<file path="src/rtl/pwm_demodulator.sv">
// PWM demodulator: measures the period (rise to rise) and the high time of an
// asynchronous PWM input in clk_i cycles. The first rise after reset or after a
// timeout only arms the measurement. If no rise arrives within TIMEOUT cycles,
// the block drops back to IDLE and raises timeout_o until the next valid result.
module pwm_demodulator #(
    parameter int unsigned     BW      = 24,
    parameter logic [BW-1:0]   TIMEOUT = 24'd2400000
) (
    input  logic          clk_i,
    input  logic          rst_i,
    input  logic          pwm_i,
    output logic [BW-1:0] period_o,
    output logic [BW-1:0] high_o,
    output logic          valid_o,
    output logic          timeout_o
);

    typedef enum logic {
        ST_IDLE    = 1'b0,
        ST_MEASURE = 1'b1
    } state_t;

    state_t        r_state;
    logic          r_s1;
    logic          r_s2;
    logic          r_s3;
    logic [BW-1:0] r_cnt;
    logic [BW-1:0] r_hcnt;
    logic [BW-1:0] r_period;
    logic [BW-1:0] r_high;
    logic          r_valid;
    logic          r_timeout;

    logic          w_rise;
    logic          w_at_limit;

    // s2 is the synchronized level; s3 holds it for one more cycle for edge detection.
    assign w_rise     = r_s2 & ~r_s3;
    assign w_at_limit = (r_cnt == TIMEOUT);

    // Three-flop chain bringing the asynchronous input into the clk_i domain.
    always_ff @(posedge clk_i or posedge rst_i) begin
        if (rst_i) begin
            r_s1 <= 1'b0;
            r_s2 <= 1'b0;
            r_s3 <= 1'b0;
        end else begin
            r_s1 <= pwm_i;
            r_s2 <= r_s1;
            r_s3 <= r_s2;
        end
    end

    // Measurement FSM with counters and registered outputs. A rise takes
    // priority over the timeout, so a period of exactly TIMEOUT still measures.
    always_ff @(posedge clk_i or posedge rst_i) begin
        if (rst_i) begin
            r_state   <= ST_IDLE;
            r_cnt     <= '0;
            r_hcnt    <= '0;
            r_period  <= '0;
            r_high    <= '0;
            r_valid   <= 1'b0;
            r_timeout <= 1'b0;
        end else begin
            r_valid <= 1'b0;
            case (r_state)
                ST_IDLE: begin
                    // The first edge only arms; timeout_o stays as it was.
                    if (w_rise) begin
                        r_state <= ST_MEASURE;
                        r_cnt   <= BW'(1);
                        r_hcnt  <= BW'(1);
                    end
                end
                ST_MEASURE: begin
                    if (w_rise) begin
                        r_period  <= r_cnt;
                        r_high    <= r_hcnt;
                        r_valid   <= 1'b1;
                        r_timeout <= 1'b0;
                        r_cnt     <= BW'(1);
                        r_hcnt    <= BW'(1);
                    end else if (w_at_limit) begin
                        // Counters stop here, so they can never wrap.
                        r_state   <= ST_IDLE;
                        r_timeout <= 1'b1;
                    end else begin
                        r_cnt <= r_cnt + BW'(1);
                        if (r_s2) begin
                            r_hcnt <= r_hcnt + BW'(1);
                        end
                    end
                end
                default: r_state <= ST_IDLE;
            endcase
        end
    end

    assign period_o  = r_period;
    assign high_o    = r_high;
    assign valid_o   = r_valid;
    assign timeout_o = r_timeout;

endmodule

</file>
<file path="config.mk">
export PLATFORM = sky130hd
export DESIGN_NAME = pwm_demodulator
export DESIGN_NICKNAME = d
export VERILOG_FILES = /design/src/rtl/pwm_demodulator.sv
export SDC_FILE = /design/constraint.sdc
export NUM_CORES = 1
export LEC_CHECK = 0
export CAP_MARGIN = 30
export CORE_MARGIN = 8
export CORE_UTILIZATION = 50
export DETAILED_ROUTE_END_ITERATION = 8
export PLACE_DENSITY = 0.74
export SYNTH_ARGS = -nofsm -noshare
export SYNTH_HDL_FRONTEND = slang
export SYNTH_SLANG_ARGS = --single-unit
</file>
<file path="constraint.sdc">
create_clock -name clk_i -period 9.1 [get_ports clk_i]
set_clock_uncertainty 0.2 [all_clocks]
set_input_delay 1.82 -clock clk_i [delete_from_list [all_inputs] [get_ports clk_i]]
set_output_delay 1.82 -clock clk_i [all_outputs]
set_load 0.01 [all_outputs]
</file>
==> metrics list, run 1 <==
- Status: complete, no violations
* Dominant cell by count in the synthesized netlist: sky130_fd_sc_hd__nand2_1
- After synthesis, the largest family of logic cells by area is simple AND/OR/NAND/NOR gates.
* Setup CP Type: reg2out
* Final worst path period need: 3.33 ns
- For the worst setup path, the data required time is 7.08 ns.
* Max-cap check violation count: 0
- Setup repair after global routing left no endpoint under its margin.
- Post-CTS clock slew at the launch and capture registers of the worst setup and hold paths: 0.08 ns
- Worst Setup SP: timeout_o
- Cell count after synthesis: 499
- Number of buffers added by the clock tree synthesis step: 9
- Setup violations remaining at the end of the flow were counted as 0.
- Flip-flop and latch count after synthesis: 102
- Pin placement for this block handled 53 I/O pins.
- Measured along the x axis, the die boundary spans 113 um.
* Share of synthesized flip-flops with an asynchronous set or reset: 1.00
- In this run the tightest slew margin relative to its limit is 0.371.
* Vias per cell: 5.64
- Summed over all instances, the cell type with the most area after synthesis is sky130_fd_sc_hd__dfrtp_1.
- The critical path goes through clkdlybuf4s50_1.
* Capture instance of the worst register-to-register path: r_hcnt[19]
- The worst register-to-register path begins at r_cnt[0].
- The first global-routing pass estimated 17,400 um of wire.
- The initial utilization of the core area, before any placement, comes to 0.510.
* Clock tree from TritonCTS: built
- Worst slew pin tran: 0.940 ns
- Relative to the synthesized area, the layout overhead comes to 16.3%.
- After synthesis the cells add up to 4660 um^2.
* Layout cells sized above 1: 0.0675
* R2R cell count: 7
- Category of cells accounting for the largest share of critical-path delay: buffers and inverters
- Routability Congestion: 0.801
* Number of hold buffers added after cts: 0
- The number of buffers and inverters on the critical path is 1.
- Of the total synthesized cell area, the portion taken by XOR and XNOR cells is 0.0376.
- Core region area: 9150 um^2
- Met1 Wirelength: 4850 um
* Post-synthesis sequential area ratio: 0.547
* Critical path data arrival time: 1.31 ns
- In this run, synthesis inferred 0 flip-flops with an integrated enable.
- The detail route stage leaves a number of antenna-violating nets equal to 0.
- Worst-skew pair later-pin latency: 0.36 ns
- In this run the number of cells on the critical path is 1.
* Leading cell types by total area after synthesis: sky130_fd_sc_hd__dfrtp_1 55%, sky130_fd_sc_hd__nand2_1 11%, sky130_fd_sc_hd__xnor2_1 2.8%
- For this run, the total global-route usage over all layers was measured as 0.167.
- Final hold violation count: 0
* Synthesized net count: 505
* Power Density: 155 nW/um^2
- Iteration count of the initial detailed-routing pass: 5
- Top_reg_cell synth: sky130_fd_sc_hd__dfrtp_1
- Buffers from clock root to sink, at most: 2
- The clock net in this run drives a total of 102 sinks.
- Maximum clock frequency: 300 MHz
- The largest single stage delay on the critical path is 0.56 ns.
* Remaining design rule violation count: 0
* Post-Synth Simple-Gate Area: 0.260
* Top routing layer in use: met4
* Critical path's slowest cell: sky130_fd_sc_hd__clkdlybuf4s50_1
- The path class of the tightest hold or removal check is reg2reg.
- HPWL after detailed placement: 6830 um
* Post-Syn Area per Cell: 9.35 um^2
- 1st-iter DRT viols: 270
- The startpoint identified for the worst hold timing path is r_s1.
- Counting instances in the post-synthesis netlist gives the leading cell types as 140 x sky130_fd_sc_hd__nand2_1, 102 x sky130_fd_sc_hd__dfrtp_1, 33 x sky130_fd_sc_hd__nor2_1, 22 x sky130_fd_sc_hd__nand3_1.
- The tightest hold path in the finished design has a slack of 0.162 ns.
- The synthesized-area fraction occupied by ao, oa, aoi and oai cells came to 0.103.
- FF-to-FF setup slack: 6.40 ns
* Buffers inserted during post-CTS setup optimization: 0
- Final period utilization: 0.366
- Area of the die: 12,700 um^2
- The initial antenna violation count came to 0.
* Area fraction of the dominant cell type after synthesis: 0.547
* Net total in the final layout: 550
- Of the total synthesized cell area, the portion taken by full adders, half adders and majority gates is 0.00805.
- Amount of wire on met3 after detailed routing: 716 um
* Pins over their slew limit: 0
* Post-CTS resize count: 0
* Maximum number of pins on one net before global-route repair: 59
- Total overflow reported by the global router: 0
- Total number of vias: 3,719
- For this block, the routed nets add up to 10,100 um of wire.
* End point of the critical path: timeout_o
- Vert. Die Dim: 113 um
- Share of synthesized area spent on multiplexers: 0.00939
- Count of antenna diodes in the layout: 0
- CP startpoint kind: flop
- After detailed routing, the met2 layer carries 4460 um of wire.
- After floorplanning, the core was divided into 35 placement rows.
* Top fanout value on the critical path: 2
* Port Buffer Count: 52
- Total Power Consumption: 843 uW
* LEAKAGE: 2.47 nW
- Synthesis instantiated 56 different standard cells from the library.
- Synth Warn #: 0
- Vias in the first global route: 3,542
- Adding up every negative setup slack in the final design gives 0 ns.
* Endpoint kind of the worst setup timing path: output pin
- CTS H-tree lvls: 3
- The tree is rooted in a sky130_fd_sc_hd__clkbuf_8.
- The worst-case IR drop observed on VDD is 0.0918 mV.
- Mean routed wirelength per cell: 15.4 um
## metrics by stage
| step | instance area, um^2 | utilization | cells | worst slack [ns] |
|---|---|---|---|---|
| floorplan | 4660 | - | 499 | 4.40 |
| global placement | 5260 | 0.574 | 644 | 5.46 |
| detailed placement | 5260 | 0.574 | 644 | 5.44 |
| CTS | 5420 | 0.592 | 659 | 5.77 |
| global route | 5420 | 0.592 | 659 | 5.69 |
| finish | 5420 | 0.592 | 659 | 5.77 |
## state kept, by name, summed over array words and instances (netlist names)
signal and flops:
valid_o 1, r_state 1, timeout_o 1, high_o 24, period_o 24, r_hcnt 24
r_s1 1, r_s3 1, r_s2 1, r_cnt 24
## worst min-delay path by stage
stage               slack, ns   end  depth (start not counted)
global route             0.18  r_s2                          0
CTS                      0.16  r_s2                          0
finish                   0.16  r_s2                          0
global placement         0.13  r_s2                          0
floorplan                0.13  r_s2                          0
detailed placement       0.14  r_s2                          0
## area by class of cell
class                           count  area (um^2)
Clock inverter                      1         5.00
Inverter                           14         55.1
Clock buffer                       14          163
Fill cell                         804         3730
Tap cell                          111          139
Multi-Input combinational cell    360         1950
Sequential cell                   102         2550
Timing Repair Buffer               57          558
## placed cells by master (no fill, tap or decap), drive strengths merged, types with 3 or more instances in the layout
cell / count
xnor2: 15
mux2: 3
xor2: 5
or3: 5
clkbuf: 14
nand4: 13
nand2: 141
nor3: 15
o211ai: 7
inv: 14
clkdlybuf4s50: 52
ha: 3
buf: 5
a31oi: 10
a21oi: 18
o21ai: 21
and3: 4
o31ai: 6
dfrtp: 102
nor2: 33
and4: 5
nand3: 24
nor4: 7
## per-layer routing
layer / GRT usage / up-vias
li1: - / 1808
met1: 0.233 / 1784
met2: 0.245 / 115
met3: 0.0446 / 12
met4: 0.0549 / 0
met5: 0 / -
## cell families (layout without fill, tap and decap cells)
family / count (synthesis) / after routing
AND/OR/NAND/NOR: 259 / 259
AO/OA/AOI/OAI: 74 / 74
multiplexers: 4 / 4
XOR/XNOR: 20 / 20
buffers and inverters: 37 / 86
flip-flops: 102 / 102
adder cells (fa/ha/maj): 3 / 3
## power breakdown
part           internal (mW)  switching, mW
Sequential             0.473         0.0245
Clock                  0.113          0.142
Combinational         0.0383         0.0520
Power figures use the tool's default switching activity.
==> run 2, diff against run 1 <==
- clock period: 9.1 -> 3.5 ns (I/O delays scaled with it)
==> run 2 against run 1 <==
  * Critical path type is now reg2reg
  * Critical path depth rose by 6
  * Clock power rose to 3.4 times the previous value
  * Cell count rose by 0.76%
  * Critical endpoint is now r_hcnt[19]
  * Sequential cell count unchanged
  * Wire length is 7.1% higher
  * Setup slack worse by 4.8 ns
  * Via count rose by 1.9%
  * First-iteration DRC count up 2.6%
  * Non-clock buffer count grew 4
  * Total power increased to 2.9 times the previous value
  * Register-to-register slack got worse by 5.4 ns
==> metrics list, run 2 (synthesized netlist as in run 1, its figures left out) <==
- Slew margin rel.: 0.410 (+0.0388)
- Area of the die: 12,700 um^2 (unchanged)
- The fraction of final layout cells with drive strength greater than 1 came to 0.0814 (+0.0139).
* Final standard cell count with taps included and fillers excluded: 664 (+0.76%)
- The signal on the critical path passes through inv_1, ha_1, nor4bb_1, nand3_1, o21ai_2, nand2_2, a31oi_1.
* Total number of vias: 3,788 (+1.9%)
* Power Density: 434 nW/um^2 (+180%)
* Synthesis-to-finish area growth: 18.8%
- Iteration count of the initial detailed-routing pass: 5 (unchanged)
* Summed negative setup slack over all endpoints: 0 ns (unchanged)
- Register Area: 2550 um^2 (unchanged)
- The total count of max-transition violations in the final report was 0 (unchanged).
- Hold path startpoint: r_s1
- The total of max-cap violations came to 0 (unchanged).
- The run finished with clean final reports.
- Top fanout value on the critical path: 9 (+7)
- CTS H-tree lvls: 3 (unchanged)
- Sum of buffers and inverters on the critical path: 1 (unchanged)
- Slowest Stage Delay on Critical Path: 0.45 ns (-0.11 ns)
* Worst Setup SP: r_cnt[0]
- Antenna violation net count after detailed routing: 0 (unchanged)
- The worst path needs 2.52 ns of the cycle, external delays included.
- HPWL after detailed placement: 7580 um (+11%)
* Final setup violation count: 0 (unchanged)
- Most frequent standard cell in the layout excluding fill and tap cells: sky130_fd_sc_hd__nand2_1
- Clock tree from TritonCTS: built
- The number of input and output port buffers inserted is 52 (unchanged).
- The number of gates given a new drive strength after cts is 0 (unchanged).
- In this run the most used layer during global routing was met2.
* Core region area: 9150 um^2 (unchanged)
* Critical path data arrival time: 2.60 ns (+1.29 ns)
* CP startpoint kind: flop
* Met2 usage: 0.262 (+0.0168)
* Final hold violation count: 0 (unchanged)
- 1st-iter DRT viols: 277 (+2.6%)
- Antenna violations before repair: 0 (unchanged)
- Worst-skew pair later-pin latency: 0.37 ns (about the same)
- Worst reg2reg path startpoint: r_cnt[0]
- The worst ir drop on vdd came to 0.285 mV (+210%).
* Endpoint kind of the worst setup timing path: flop
- In this run the clock root is driven by a sky130_fd_sc_hd__clkbuf_8.
- Mean routed wirelength per cell: 16.4 um (+6.3%)
- The area of combinational cells with multiple inputs came to 1950 um^2 (unchanged).
- Global-route track usage on met3: 0.0429 (-0.00161)
* Number of filler cells placed in the layout: 788 (-2.0%)
- Remaining design rule violation count: 0 (unchanged)
* Clk sinks: 102 (unchanged)
* Total Routing Usage GR: 0.179 (+0.0122)
* Setup CP Type: reg2reg
- The met1 layer usage reported by global route came to 0.250 (+0.0175).
* Maximum clock frequency: 397 MHz
* Number of hold buffers added after cts: 0 (unchanged)
- Net total in the final layout: 554 (+0.73%)
* Placed Cells incl. Taps: 648 (+0.62%)
- Category of cells accounting for the largest share of critical-path delay: simple AND/OR/NAND/NOR gates
- LEAKAGE: 2.53 nW (+2.3%)
- Vias per cell: 5.70 (+1.1%)
- The count of inserted antenna diode cells is 0 (unchanged).
- IO Pins: 53 (unchanged)
* Number of buffers added by the clock tree synthesis step: 9 (unchanged)
- The post-place instance area is 5300 um^2 (+0.83%).
- The global-route wire length before repair is 18,500 um (+6.4%).
- The clock-pin slew on the worst setup and hold paths was 0.09 ns (about the same).
- Buffers inserted during post-CTS setup optimization: 0 (unchanged)
- The pin count of the biggest net entering global routing is 42 (-29%).
- The required time of the worst setup path came to 3.58 ns (-3.50 ns).
* Site Rows: 35 (unchanged)
- The library cells used most frequently in the layout, excluding fill and tap cells, are 140 x sky130_fd_sc_hd__nand2_1, 102 x sky130_fd_sc_hd__dfrtp_1, 52 x sky130_fd_sc_hd__clkdlybuf4s50_1.
- The number of global-route vias before repair was 3,648 (+3.0%).
* Total overflow reported by the global router: 0 (unchanged)
- Die width: 113 um (unchanged)
- Setup repair after global routing left no endpoint under its margin.
- The vertical die dimension came to 113 um (unchanged).
* Post-route cell area: 5540 um^2 (+2.2%)
- The slowest stage of the critical path belongs to the cell sky130_fd_sc_hd__o21ai_2.
- The overall routed net length was 10,900 um (+7.1%).
* Total Power Consumption: 2.40 mW (+190%)
- Worst slew pin tran: 0.882 ns (-0.0579 ns)
* Starting density of the core: 0.510 (unchanged)
- Class of the most critical hold timing path: reg2reg
- Of the available clock period, the critical path in the final layout requires 0.720.
- The maximum number of buffers from clock root to sink was 2 (unchanged).
- Routability Congestion: 0.866 (+8.1%)
==> run 2: where the power goes <==
group / internal, mW / switching (mW) / total (mW)
logic: 0.105 / 0.143 / 0.248
clock network: 0.464 / 0.399 / 0.863
registers: 1.23 / 0.0635 / 1.29
total: 1.80 / 0.606 / 2.40
==> run 2: final timing paths <==
kind | endpoint | slack (ns) | cells after the start
worst max-delay path | r_hcnt[19] | 0.98 | 7
worst min-delay path | r_s2 | 0.17 | 0
worst max register to register | r_hcnt[19] | 0.98 | 7
worst min register to register | r_s2 | 0.17 | 0
max in group asynchronous | r_cnt[5] | 1.75 | 3
min in group asynchronous | high_o[15] | 0.58 | 2
==> run 2: final cells by class <==
class	instances	share of cell area
clock inverter	4	0.0140
clock buffer	12	0.0298
timing repair buffer	61	0.108
inverter	14	0.0102
multi-input combinational	360	0.352
tap	111	0.0251
sequential	102	0.461
==> run 2: stage by stage <==
stage | worst slack, ns | hold slack [ns] | util
finish | 0.980 | 0.169 | 0.605
global route | 0.641 | 0.170 | 0.605
CTS | 0.963 | 0.169 | 0.605
detailed placement | 0.996 | 0.148 | 0.579
global placement | 1.16 | 0.136 | 0.579
floorplan | 1.36 | 0.131 | -
==> run 2: routing by layer <==
| metal | part of all wire | wire length [um] |
|---|---|---|
| met1 | 0.49 | 5300 |
| met2 | 0.44 | 4770 |
| met3 | 0.056 | 606 |
| met4 | 0.017 | 190 |
| met5 | 0 | 0 |
==> run 3, diff against run 2 <==
- PLACE_DENSITY: 0.74 -> 0.77
- clock period: 3.5 -> 2.2 ns (I/O delays scaled with it)
==> run 3 against run 2 <==
  * The run now ends with negative setup slack left
  * Maximum frequency grew 14%
  * Setup slack worse by 0.99 ns
  * Worst hold slack lost 0.0038 ns
  * Via count up 3.5%
  * Register-to-register slack lost 0.99 ns
  * Non-clock buffer count rose by 31
  * Total power is 56% higher
  * Cell count grew 4.7%
  * Wire length rose by 2.0%
  * Clock power grew 41%
  * Critical endpoint is now r_cnt[3]
==> metrics list, run 3 (synthesized netlist as in run 1, its figures left out) <==
- The run finished, with violations left.
- The checks that failed: negative setup slack.
- The hold buffer count at CTS came to 0 (unchanged).
* Combinational Power Share: 0.136 (+0.033)
- The via density per instance was 5.64 (-1.2%).
- The leakage component of the power came to 2.67 nW (+5.6%).
* Buffers from clock root to sink, at most: 2 (unchanged)
- The cell area after layout was 5820 um^2 (+5.1%).
* Synthesis-to-finish area growth: 24.9%
- The residual DRC count was 0 (unchanged).
- Instance area at placement: 5530 um^2 (+4.3%)
- Commonest cells after routing, fill and taps aside: 140 x sky130_fd_sc_hd__nand2_1, 102 x sky130_fd_sc_hd__dfrtp_1, 52 x sky130_fd_sc_hd__clkdlybuf4s50_1
- The slowest stage of the critical path belongs to the cell sky130_fd_sc_hd__o21ai_1.
* Relative contribution of sequential cells to total power: 0.539 (about the same)
* Final worst path period need: 2.21 ns (-0.313 ns)
- The net switching power was 1.02 mW (+68%).
- Max IR drop VDD: 0.402 mV (+41%)
- Critical path data arrival time: 2.26 ns (-0.34 ns)
- CP startpoint kind: flop
- Antenna violation net count after detailed routing: 0 (unchanged)
- The cell internal power dissipation is 2.73 mW (+52%).
- HPWL after detailed placement: 7820 um (+3.2%)
- The number of buffers inserted during clock tree synthesis is 9 (unchanged).
- The number of input and output port buffers inserted is 52 (unchanged).
* Slowest Stage Delay on Critical Path: 0.46 ns (about the same)
* Setup repair after global routing missed its margin: yes
- Post-route worst setup slack: -0.00696 ns (-0.987 ns)
* Core region area: 9150 um^2 (unchanged)
- Mean routed wirelength per cell: 16.0 um (-2.5%)
* Routability Congestion: 0.839 (-3.2%)
- The count of final setup violators is 2 (+2).
- Clock tree from TritonCTS: built
- Max-cap check violation count: 0 (unchanged)
* Buffer type at the clock tree root: sky130_fd_sc_hd__clkbuf_8
- Maximum clock frequency: 453 MHz (+14%)
- The count of inserted antenna diode cells is 0 (unchanged).
* Part of the total power dissipated in the clock network: 0.325 (-0.034)
- Iteration count of the initial detailed-routing pass: 5 (unchanged)
- The final hold violation count came to 0 (unchanged).
- CTS H-tree lvls: 3 (unchanged)
- Pins over their slew limit: 0 (unchanged)
- The library cell used most frequently in the layout, excluding fill and tap cells, is sky130_fd_sc_hd__nand2_1.
- The required time of the worst setup path was 2.25 ns (-1.33 ns).
- The pin count of the biggest net entering global routing came to 46 (+9.5%).
- IO Pins: 53 (unchanged)
* Ordered list of cells on the worst path: inv_1, ha_1, nor4bb_4, nand3_2, o21ai_1, or3_1, a21oi_1
* Total overflow reported by the global router: 0 (unchanged)
- Slew margin rel.: 0.624 (+0.214)
- Worst slew pin tran: 0.563 ns (-0.319 ns)
* Vert. Die Dim: 113 um (unchanged)
- Total Routing Usage GR: 0.179 (+0.000251)
- The clock sink count came to 102 (unchanged).
- Layout cells sized above 1: 0.149 (+0.0676)
- Share of total power consumed by net switching: 0.272 (+0.0203)
- The number of global-route vias before repair is 3,751 (+2.8%).
- The width of the die came to 113 um (unchanged).
* Power Density: 643 nW/um^2 (+48%)
- The global-route wire length before repair is 18,600 um (+0.53%).
* Worst-skew pair later-pin latency: 0.36 ns (about the same)
* Endpoint kind of the worst setup timing path: flop
- The routed via count came to 3,919 (+3.5%).
* Area of the die: 12,700 um^2 (unchanged)
* Worst setup timing slack at the placement stage: -0.00861 ns (-1.00 ns)
- Post-CTS clock slew at the launch and capture registers of the worst setup and hold paths: 0.10 ns (about the same)
- 1st-iter DRT viols: 263 (-5.1%)
* Site Rows: 35 (unchanged)
- Top fanout value on the critical path: 5 (-4)
* Net total in the final layout: 585 (+5.6%)
- The number of filler instances in the final layout was 732 (-7.1%).
* Final period utilization: 1.00 (+0.283)
* Setup CP Type: reg2reg
- Antenna violations before repair: 0 (unchanged)
- The initial core utilization was 0.510 (unchanged).
* Routed wire length: 11,100 um (+2.0%)
* Class of the most critical hold timing path: reg2reg
run 3: per-stage QoR:
stage          utilization  hold slack [ns]  cells  power [mW]  TNS (ns)
2_1_floorplan            -            0.131    499        2.30         0
3_3_place_gp         0.604            0.133    677        2.54         0
5_1_grt              0.636            0.172    695        3.94    -0.461
3_5_place_dp         0.604            0.146    677        2.56   -0.0138
4_1_cts              0.626            0.168    693        3.76   -0.0902
6_report             0.636            0.166    695        3.75  -0.00722
run 3: cell type report:
class	instances	area, um^2	area share
Sequential cell	102	2550	0.438
Multi-Input combinational cell	360	2030	0.348
Timing Repair Buffer	92	846	0.145
Tap cell	111	139	0.0238
Clock buffer	9	124	0.0213
Clock inverter	7	80.1	0.0137
Inverter	14	56.3	0.00967
run 3: power groups by stage:
stage | Sequential (mW) | Combinational, mW | Clock, mW
6_report | 2.02 | 0.510 | 1.22
5_1_grt | 2.03 | 0.577 | 1.34
4_1_cts | 2.02 | 0.505 | 1.24
3_5_place_dp | 2.05 | 0.501 | 0
3_3_place_gp | 2.05 | 0.487 | 0
2_1_floorplan | 2.08 | 0.220 | 0
run 3: final timing paths:
check	cells past startpoint	slack, ns	startpoint	to
worst max register to register	7	-0.007	r_cnt[1]	r_cnt[3]
max in group asynchronous	3	1.05	rst_i	r_s3
worst max-delay path	7	-0.007	r_cnt[1]	r_cnt[3]
worst min-delay path	0	0.17	r_s1	r_s2
worst min register to register	0	0.17	r_s1	r_s2
min in group asynchronous	2	0.20	rst_i	high_o[14]
run 3: metal layers:
layer	vias up	global-route usage	routed length, um	part of all wire
met2	123	0.269	5120	0.46
met4	0	0.0719	147	0.013
li1	1878	-	-	-
met3	14	0.0397	693	0.063
met5	-	0	0	0
met1	1904	0.245	5130	0.46
run 3: critical path, delay by kind of cell (launching register included):
kind / cells / cell delay (ns)
AOI/OAI and AO/OA: 2 / 0.52
and+or+nand+nor: 3 / 0.73
adders and majority gates: 1 / 0.15
buffers and inverters: 1 / 0.09
DFF: 1 / 0.40
run 3: timing repair:
action / in CTS / in global routing
hold endpoints to repair: 0 / 0
pin swaps: 0 / 3
endpoints found under the setup margin: 6 / 29
gates resized for setup: 0 / 14
setup buffers: 0 / 2
